==> config.mk <==
export PLATFORM = sky130hd
export DESIGN_NAME = elevator_scheduler
export DESIGN_NICKNAME = d
export VERILOG_FILES = /design/src/rtl/elevator_pkg.sv /design/src/rtl/elevator_scheduler_floor_seg_decode.sv /design/src/rtl/elevator_scheduler.sv
export SDC_FILE = /design/constraint.sdc
export NUM_CORES = 1
export LEC_CHECK = 0
export ABC_CLOCK_PERIOD_IN_PS = 3100
export CORE_MARGIN = 2
export CORE_UTILIZATION = 30
export CTS_CLUSTER_DIAMETER = 100
export DETAILED_ROUTE_END_ITERATION = 6
export PLACE_DENSITY = 0.48
export SETUP_SLACK_MARGIN = 0.1
export SLEW_MARGIN = 20
export SYNTH_ARGS = -nofsm -noshare
export SYNTH_HDL_FRONTEND = slang
export SYNTH_SLANG_ARGS = --single-unit
==> constraint.sdc <==
create_clock -name clk -period 3.1 [get_ports clk]
set_input_delay 0.62 -clock clk [delete_from_list [all_inputs] [get_ports clk]]
set_output_delay 0.62 -clock clk [all_outputs]
set_load 0.05 [all_outputs]
==> src/rtl/elevator_pkg.sv <==
// elevator_pkg: shared state encoding, floor width and seven-segment digits
package elevator_pkg;
  typedef enum logic [1:0] {IDLE, MOVING, DOOR} state_e;
  localparam int FLOOR_W = 2;
  localparam logic [0:6] SEG_1 = 7'b1001111;
  localparam logic [0:6] SEG_2 = 7'b0010010;
  localparam logic [0:6] SEG_3 = 7'b0000110;
  localparam logic [0:6] SEG_4 = 7'b1001100;
  localparam logic [0:6] SEG_OFF = 7'b1111111;
endpackage

==> src/rtl/elevator_scheduler_floor_seg_decode.sv <==
// floor_seg_decode: floor index to active-low abcdefg digit showing floor+1
module floor_seg_decode import elevator_pkg::*; #(
  parameter int W = FLOOR_W
) (
  input  logic [W-1:0] floor_i,
  output logic [0:6]   seg_o
);
  // one-based digit for the four labelled floors, blank otherwise
  always_comb seg_o = floor_i == W'(0) ? SEG_1 :
                      floor_i == W'(1) ? SEG_2 :
                      floor_i == W'(2) ? SEG_3 :
                      floor_i == W'(3) ? SEG_4 : SEG_OFF;
endmodule

==> src/rtl/elevator_scheduler.sv <==
// elevator_scheduler: SCAN call scheduler with travel/door timing; FLOOR_SEG_EN adds a registered floor digit output
module elevator_scheduler import elevator_pkg::*; #(
  parameter int NUM_FLOORS    = 4,
  parameter int TRAVEL_CYCLES = 16,
  parameter int DOOR_CYCLES   = 8
) (
  input  logic                          clk,
  input  logic                          rst,
  input  logic [NUM_FLOORS-1:0]         call_req,
  output logic [NUM_FLOORS-1:0]         pending,
  output logic [$clog2(NUM_FLOORS)-1:0] cur_floor,
  output logic                          dir_up,
  output logic                          moving,
  output logic                          door_open,
  output logic                          step_up,
  output logic                          step_down
`ifdef FLOOR_SEG_EN
  ,
  output logic [0:6]                    seg
`endif
);
  localparam int FW = $clog2(NUM_FLOORS);
  localparam int CMAX = TRAVEL_CYCLES > DOOR_CYCLES ? TRAVEL_CYCLES : DOOR_CYCLES;
  localparam int CW = $clog2(CMAX) + 1;
  localparam logic [CW-1:0] TRAVEL_LOAD = CW'(TRAVEL_CYCLES - 1);
  localparam logic [CW-1:0] DOOR_LOAD = CW'(DOOR_CYCLES - 1);
  state_e                state_q;
  logic [FW-1:0]         floor_q, floor_d;
  logic [NUM_FLOORS-1:0] pend_q, pend_d, above, below, clear;
  logic [CW-1:0]         cnt_q;
  logic                  dir_q, moving_q, door_q, up_q, down_q;
  logic                  arrive, here, ahead, behind, door_enter, door_restart;
  // floor held after this edge and the SCAN view of outstanding calls from it
  always_comb begin
    arrive = state_q == MOVING && cnt_q == '0;
    floor_d = arrive ? (dir_q ? floor_q + FW'(1) : floor_q - FW'(1)) : floor_q;
    for (int i = 0; i < NUM_FLOORS; i++) begin
      above[i] = FW'(i) > floor_d;
      below[i] = FW'(i) < floor_d;
    end
    here = pend_q[floor_d];
    ahead = |(pend_q & (dir_q ? above : below));
    behind = |(pend_q & (dir_q ? below : above));
    door_enter = (state_q == IDLE || arrive) && here;
    door_restart = state_q == DOOR && call_req[floor_q];
    clear = door_enter || door_restart ? NUM_FLOORS'(1) << floor_d : '0;
    pend_d = (pend_q | call_req) & ~clear;
  end
  // call latching, SCAN decisions, travel/door timing and registered outputs
  always_ff @(posedge clk) begin
    if (rst) begin
      state_q <= IDLE;
      floor_q <= '0;
      pend_q <= '0;
      dir_q <= 1'b1;
      cnt_q <= '0;
      moving_q <= 1'b0;
      door_q <= 1'b0;
      up_q <= 1'b0;
      down_q <= 1'b0;
    end else begin
      pend_q <= pend_d;
      floor_q <= floor_d;
      up_q <= arrive && dir_q;
      down_q <= arrive && !dir_q;
      case (state_q)
        IDLE, MOVING: begin
          if (state_q == MOVING && !arrive) cnt_q <= cnt_q - CW'(1);
          else if (here) begin
            state_q <= DOOR;
            cnt_q <= DOOR_LOAD;
            moving_q <= 1'b0;
            door_q <= 1'b1;
          end else if (ahead || behind) begin
            state_q <= MOVING;
            cnt_q <= TRAVEL_LOAD;
            moving_q <= 1'b1;
            dir_q <= ahead ? dir_q : !dir_q;
          end else begin
            state_q <= IDLE;
            moving_q <= 1'b0;
          end
        end
        default: begin
          if (door_restart) cnt_q <= DOOR_LOAD;
          else if (cnt_q == '0) begin
            state_q <= IDLE;
            door_q <= 1'b0;
          end else cnt_q <= cnt_q - CW'(1);
        end
      endcase
    end
  end
  assign pending = pend_q;
  assign cur_floor = floor_q;
  assign dir_up = dir_q;
  assign moving = moving_q;
  assign door_open = door_q;
  assign step_up = up_q;
  assign step_down = down_q;
`ifdef FLOOR_SEG_EN
  logic [0:6] seg_d, seg_q;
  floor_seg_decode #(.W(FW)) u_seg (.floor_i(floor_d), .seg_o(seg_d));
  // digit follows the floor the car holds after this edge
  always_ff @(posedge clk) seg_q <= rst ? SEG_1 : seg_d;
  assign seg = seg_q;
`endif
endmodule

==> Word-level counts from Yosys, hierarchy flattened <==
Index checks and enable logic that the tools add are counted.
{ "word_totals": {"register_bits": 18, "latch_bits": 0, "mem_bits_rw": 0, "mem_bits_ro": 0, "in_bits": 6, "elab_cells": 88, "mem_count": 0} }
{ "classes": {"addsub": 3, "multipliers": 0, "div": 0, "magnitude_cmp": 10, "n_eq_ne": 7, "shift": 1, "n_mux": 28, "n_bitwise": 8, "n_reduce_logical": 22} }
{ "op_table": {"columns": ["op", "n"], "rows": [
  ["5-bit two-way mux", 6],
  ["2-bit two-way mux", 7],
  ["4-bit bitwise AND", 3],
  ["4-bit two-way mux", 3],
  ["1-bit two-way mux", 10],
  ["4-bit OR reduction", 2],
  ["1-bit logical AND", 6],
  ["2-bit by 3-bit less-than comparator with 1-bit output, second input constant", 2],
  ["5-bit zero test", 1],
  ["5-bit AND reduction", 1],
  ["5-bit by 1-bit subtractor with 5-bit output, second input constant", 1],
  ["1-bit binary-select mux with 2-bit select", 2],
  ["1-bit by 2-bit > comparator with 1-bit output, first input constant", 2],
  ["2-bit > comparator, first input constant", 2],
  ["1-bit by 2-bit less-than comparator with 1-bit output, first input constant", 2],
  ["2-bit less-than comparator, first input constant", 2],
  ["2-bit inequality test, second input constant", 2],
  ["4-bit inequality test, second input constant", 1],
  ["4-bit NOT", 1],
  ["4-bit OR", 1],
  ["2-bit AND reduction", 2],
  ["4-bit AND reduction", 1],
  ["1-bit by 2-bit left shift with 4-bit output, first input constant", 1],
  ["1-bit logical OR", 3],
  ["12 further kinds", 15]
]} }

==> Depth between registers and ports, before layout <==
{ "depth": {"depth_word": 12, "ltp_mapped": 9} }

==> Worst setup path before layout <==
No wires, ideal clock.
{ "synth_timing": {"kind": "flip-flop to flip-flop", "startpoint": "register floor_q[0], in the netlist cur_floor[0]", "endpoint": "register dir_q, in the netlist dir_up", "arrival_ns": 2.418, "required_ns": 2.980, "path_slack_ns": 0.562, "stages_incl_launch_ff": 7, "period_less_slack_ns": 2.538, "cell_sequence": "dfxtp_1 -> clkbuf_1 -> mux4_2 -> mux2_2 -> or2_1 -> or3b_1 -> mux2i_1"} }
{ "synth_via": {"elab_chain_len": 9} }
{ "synth_lines": {"columns": ["element", "line_no", "text"], "rows": [
  ["start, declared", "elevator_scheduler.sv:28", "logic [FW-1:0] floor_q, floor_d;"],
  ["start signal, assigned", "elevator_scheduler.sv:63", "floor_q <= floor_d;"],
  ["2-bit by 1-bit subtractor with 2-bit output or 2-bit by 1-bit adder with 2-bit output (tied branches)", "elevator_scheduler.sv:36", "floor_d = arrive ? (dir_q ? floor_q + FW'(1) : floor_q - FW'(1)) : floor_q;"],
  ["2-bit two-way mux", "elevator_scheduler.sv:36", null],
  ["2-bit two-way mux *", "elevator_scheduler.sv:36", null],
  ["1-bit by 2-bit less-than comparator with 1-bit output, or another cell as far along", "elevator_scheduler.sv:39", "below[i] = FW'(i) < floor_d;"],
  ["4-bit two-way mux (on tied branches)", "elevator_scheduler.sv:42, elevator_scheduler.sv:43", null],
  ["4-bit bitwise AND (on tied branches)", "elevator_scheduler.sv:42, elevator_scheduler.sv:43", null],
  ["4-bit OR reduction (on tied branches)", "elevator_scheduler.sv:42, elevator_scheduler.sv:43", null],
  ["1-bit logical OR or 1-bit NOT (tied branches)", null, null],
  ["5-bit AND reduction (no line) *", null, null],
  ["end signal, assigned", "elevator_scheduler.sv:78", "dir_q <= ahead ? dir_q : !dir_q;"],
  ["end, declared", "elevator_scheduler.sv:31", "logic dir_q, moving_q, door_q, up_q, down_q;"]
]} }
Mark *: on every way between the ends. The rest lies on a longest branch, timed or not. The select of a mux whose other input is x is not followed.
A chain may end at the register's enable or synchronous reset.

==> Worst setup path after layout <==
{ "layout_timing": {"startpoint": "register cnt_q[0]", "endpoint": "register cnt_q[4]"} }
{ "layout_via": {"elab_chain_len": 10} }
{ "layout_lines": {"columns": ["element", "line_no", "text"], "rows": [
  ["start, declared", "elevator_scheduler.sv:30", "logic [CW-1:0] cnt_q;"],
  ["start signal, assigned", "elevator_scheduler.sv:68", "if (state_q == MOVING && !arrive) cnt_q <= cnt_q - CW'(1);"],
  ["start signal, assigned", "elevator_scheduler.sv:89", "end else cnt_q <= cnt_q - CW'(1);"],
  ["5-bit zero test", "elevator_scheduler.sv:35, elevator_scheduler.sv:86", null],
  ["1-bit logical AND", "elevator_scheduler.sv:35", "arrive = state_q == MOVING && cnt_q == '0;"],
  ["2-bit two-way mux", "elevator_scheduler.sv:36", null],
  ["1-bit by 2-bit less-than comparator with 1-bit output, or another cell as far along", "elevator_scheduler.sv:39", null],
  ["4-bit two-way mux (on tied branches)", "elevator_scheduler.sv:42, elevator_scheduler.sv:43", null],
  ["4-bit bitwise AND (on tied branches)", "elevator_scheduler.sv:42, elevator_scheduler.sv:43", null],
  ["4-bit OR reduction (on tied branches)", "elevator_scheduler.sv:42, elevator_scheduler.sv:43", null],
  ["1-bit logical OR", "elevator_scheduler.sv:74", "end else if (ahead || behind) begin"],
  ["4-bit inequality test (no line)", null, null],
  ["2-bit AND reduction (no line)", null, null]
]} }
Parallel ways exist; a longest one is shown, timed or not. The select of a mux whose other input is x is not followed.

==> key figures <==
Outcome
  • Status: complete, no violations

Worst setup path
  • R2R setup slack: 0.40 ns
  • CP startpoint kind: register
  • Reg-to-Reg Start: cnt_q[0]
  • Worst reg2reg endpoint: cnt_q[4]
  • Crit path kind: reg -> reg
  • Crit. End Element: register
  • CP Max Fanout: 11
  • Critical path required time: 3.30 ns
  • Worst EP arrival: 2.90 ns
  • Reg2reg path depth: 8

Route
  • Drt drc: 0
  • Uppermost layer routed: met4
  • Met1 wire length: 1473 um
  • Routed wl met3: 114 um
  • WL/cell: 14.92 um
  • 1st-iter DRT viols: 150
  • Via count: 1114
  • Routed wl met2: 1482 um
  • ANT nets after route: 0
  • Drt pass-1 iters: 4
  • Post-DR vias/cell: 5.382
  • Final WL: 3088 um

Power and ir drop
  • Switching pwr: 0.5571 mW
  • Sequential share of power: 0.315
  • Power per cell area: 830.4 nW/um^2
  • Peak supply drop: 0.0004277 V
  • P_int: 0.6377 mW
  • Clock power share: 0.141
  • Comb pwr share: 0.544
  • Switching portion of total power: 0.4663
  • Leak pwr: 0.5202 nW

Global route
  • Overflow after GRT: 0
  • Global-route wire length before repair: 5375 um
  • GRT Total Usage: 0.1547
  • Largest net degree at the start of global routing: 17
  • Initial antenna violation count: 0
  • Vias in the first global route: 1155

Die
  • Die area: 4508 um^2
  • Initial Utilization: 0.3195
  • FP Rows: 22
  • I/O pins: 17
  • Core area: 3744 um^2
  • DIE HEIGHT: 67.15 um
  • Die W: 67.15 um

Placed design
  • Final GP Congestion: 0.8633
  • Port bufs: 16
  • Detailed Place HPWL: 2318 um

STA
  • Worst-margin pin slew: 0.6115 ns
  • Final setup violation count: 0
  • Period utilisation layout: 0.8715
  • RSZ-0062 raised after global routing: false
  • Min cycle time layout: 2.702 ns
  • Max-slew violations: 0
  • Post-route setup TNS: 0 ns
  • Hold Fails Final Rpt: 0
  • Fmax: 370.1 MHz
  • Skew final: 0.003438 ns
  • Rel. slew slack: 0.5918

Finish
  • Final #Nets: 169
  • Share of layout cells above drive strength 1: 0.1069
  • Final Util: 0.3844
  • Diodes inserted: 0
  • Syn-to-layout area delta: 20.29%

Synthesis
  • Synth cell types: 48
  • Syn Nets: 155
  • Yosys warning count: 0
  • Netlist Area Pre-Place: 1196 um^2
  • Yosys top cell by area: dfxtp_1
  • Sequential share of the synthesized area: 0.3013
  • Share of the synthesized area in the top cell type: 0.3013
  • Top FF cell, synth: dfxtp_1
  • Ranking of synthesized cells by area: dfxtp_1 30%, a211oi_1 5.0%, nor2_1 5.0%
  • Cells after synthesis: 147
  • FF+latch count, synth: 18
  • EDFF count, synth: 0
  • Ys async rst share: 0
  • Syn Area/Cell: 8.137 um^2

CTS
  • Num CTS Buffers: 3
  • Cts repair resizes: 0
  • Postcts setup bufs: 0
  • Skew-Pair Late Insertion Delay: 0.25 ns
  • CTS tree: done
  • CTS max path bufs: 2
  • Root cell of the clock tree: clkbuf_8
  • Clock sinks: 18
  • Clock transition at path regs: 0.07 ns
  • H-Tree Depth: 1
  • CTS hold repair buffers: 0

Hold path
  • WHS Path Cells: 2
  • Hold endpoint: moving
  • Hold wc startpoint: moving
  • Min-delay worst type: reg -> reg

Run
  • Max-cap violations: 0
[power by group through the flow]
stage               clock network [mW]  logic [mW]  registers, mW
finish                           0.169       0.650          0.376
global route                     0.175       0.725          0.392
CTS                              0.169       0.653          0.377
detailed placement                   0       0.648          0.382
global placement                     0       0.645          0.379
floorplan                            0       0.424          0.430
[registers in the layout, indices dropped and copies added (netlist names)]
name and cells:
cnt_q 5, pending 4, cur_floor 2, state_q 2, dir_up 1, door_open 1
moving 1, step_down 1, step_up 1
[Yosys cell counts (all sizes together), types with 3 or more instances]
| cell | number |
|---|---|
| inv | 9 |
| o21ai | 7 |
| dfxtp | 18 |
| nor3 | 4 |
| nor2 | 16 |
| nand2 | 12 |
| xnor2 | 3 |
| clkbuf | 7 |
| buf | 3 |
| a211oi | 8 |
| mux2i | 3 |
| nor2b | 4 |
| a21oi | 9 |
| nand3 | 3 |
| a31oi | 4 |
[through the flow]
step / std cells / hold slack [ns] / cell area (um^2) / setup slack, ns / total power, mW
6_report: 207 / 0.4690 / 1439 / 0.3983 / 1.195
3_3_place_gp: 204 / 0.4510 / 1398 / 0.4882 / 1.024
4_1_cts: 207 / 0.4715 / 1439 / 0.3855 / 1.198
3_5_place_dp: 204 / 0.4542 / 1398 / 0.4115 / 1.031
5_1_grt: 207 / 0.4955 / 1439 / 0.1935 / 1.292
2_1_floorplan: 147 / 0.4878 / 1196 / 0.5622 / 0.8538
[critical path: stages (launching register included)]
cell and delay [ns]:
dfxtp_1 0.33, inv_1 0.10, ha_1 0.19, or4b_1 0.63
or4_1 0.52, o2111ai_1 0.13, o221ai_2 0.15, nor3_2 0.37
a32o_2 0.23
[cell usage in the layout, fill, tap and decap left out, types with 3 or more instances in the layout]
| cell type | n |
|---|---|
| inv_1 | 9 |
| nor2b_1 | 4 |
| a21oi_1 | 9 |
| dfxtp_1 | 18 |
| buf_4 | 3 |
| o21ai_0 | 4 |
| clkdlybuf4s50_1 | 16 |
| a31oi_1 | 4 |
| xnor2_1 | 3 |
| o21ai_1 | 3 |
| nand3_1 | 3 |
| mux2i_1 | 3 |
| nand2_1 | 11 |
| clkbuf_8 | 3 |
| nor3_1 | 3 |
| nor2_1 | 16 |
| a211oi_1 | 8 |
[logic make-up after synthesis]
kind of cell               share of synthesized area
DFF                                           0.3013
xor gates and xnor gates                     0.03662
and+or+nand+nor                               0.2490
AOI/OAI and AO/OA                             0.2573
adders and majority gates                    0.02092
muxes                                        0.07217
buffers and inverters                        0.06276
[how the worst max path moves through the flow]
| stage | cells past startpoint | endpoint | startpoint | slack [ns] |
|---|---|---|---|---|
| detailed placement | 8 | cnt_q[4] | cnt_q[0] | 0.41 |
| finish | 8 | cnt_q[4] | cnt_q[0] | 0.40 |
| CTS | 8 | cnt_q[4] | cnt_q[0] | 0.39 |
| floorplan | 6 | dir_up | cur_floor[0] | 0.56 |
| global placement | 8 | cnt_q[4] | cnt_q[1] | 0.49 |
| global route | 8 | cnt_q[0] | cnt_q[0] | 0.19 |
[layout make-up]
| cell class | count | area, um^2 |
|---|---|---|
| multi-input cells | 110 | 760.7 |
| repair buffers | 19 | 182.7 |
| inverters | 9 | 33.78 |
| well taps | 48 | 60.06 |
| flip-flops and latches | 18 | 360.3 |
| clock buffers | 3 | 41.29 |
| fillers | 414 | 2305 |
[metal layers]
| metal | vias up | global-route usage |
|---|---|---|
| li1 | 557 | - |
| met5 | - | 0 |
| met4 | 0 | 0.03827 |
| met2 | 22 | 0.2550 |
| met1 | 533 | 0.2127 |
| met3 | 2 | 0.02167 |
(Power assumes the default switching activity.)
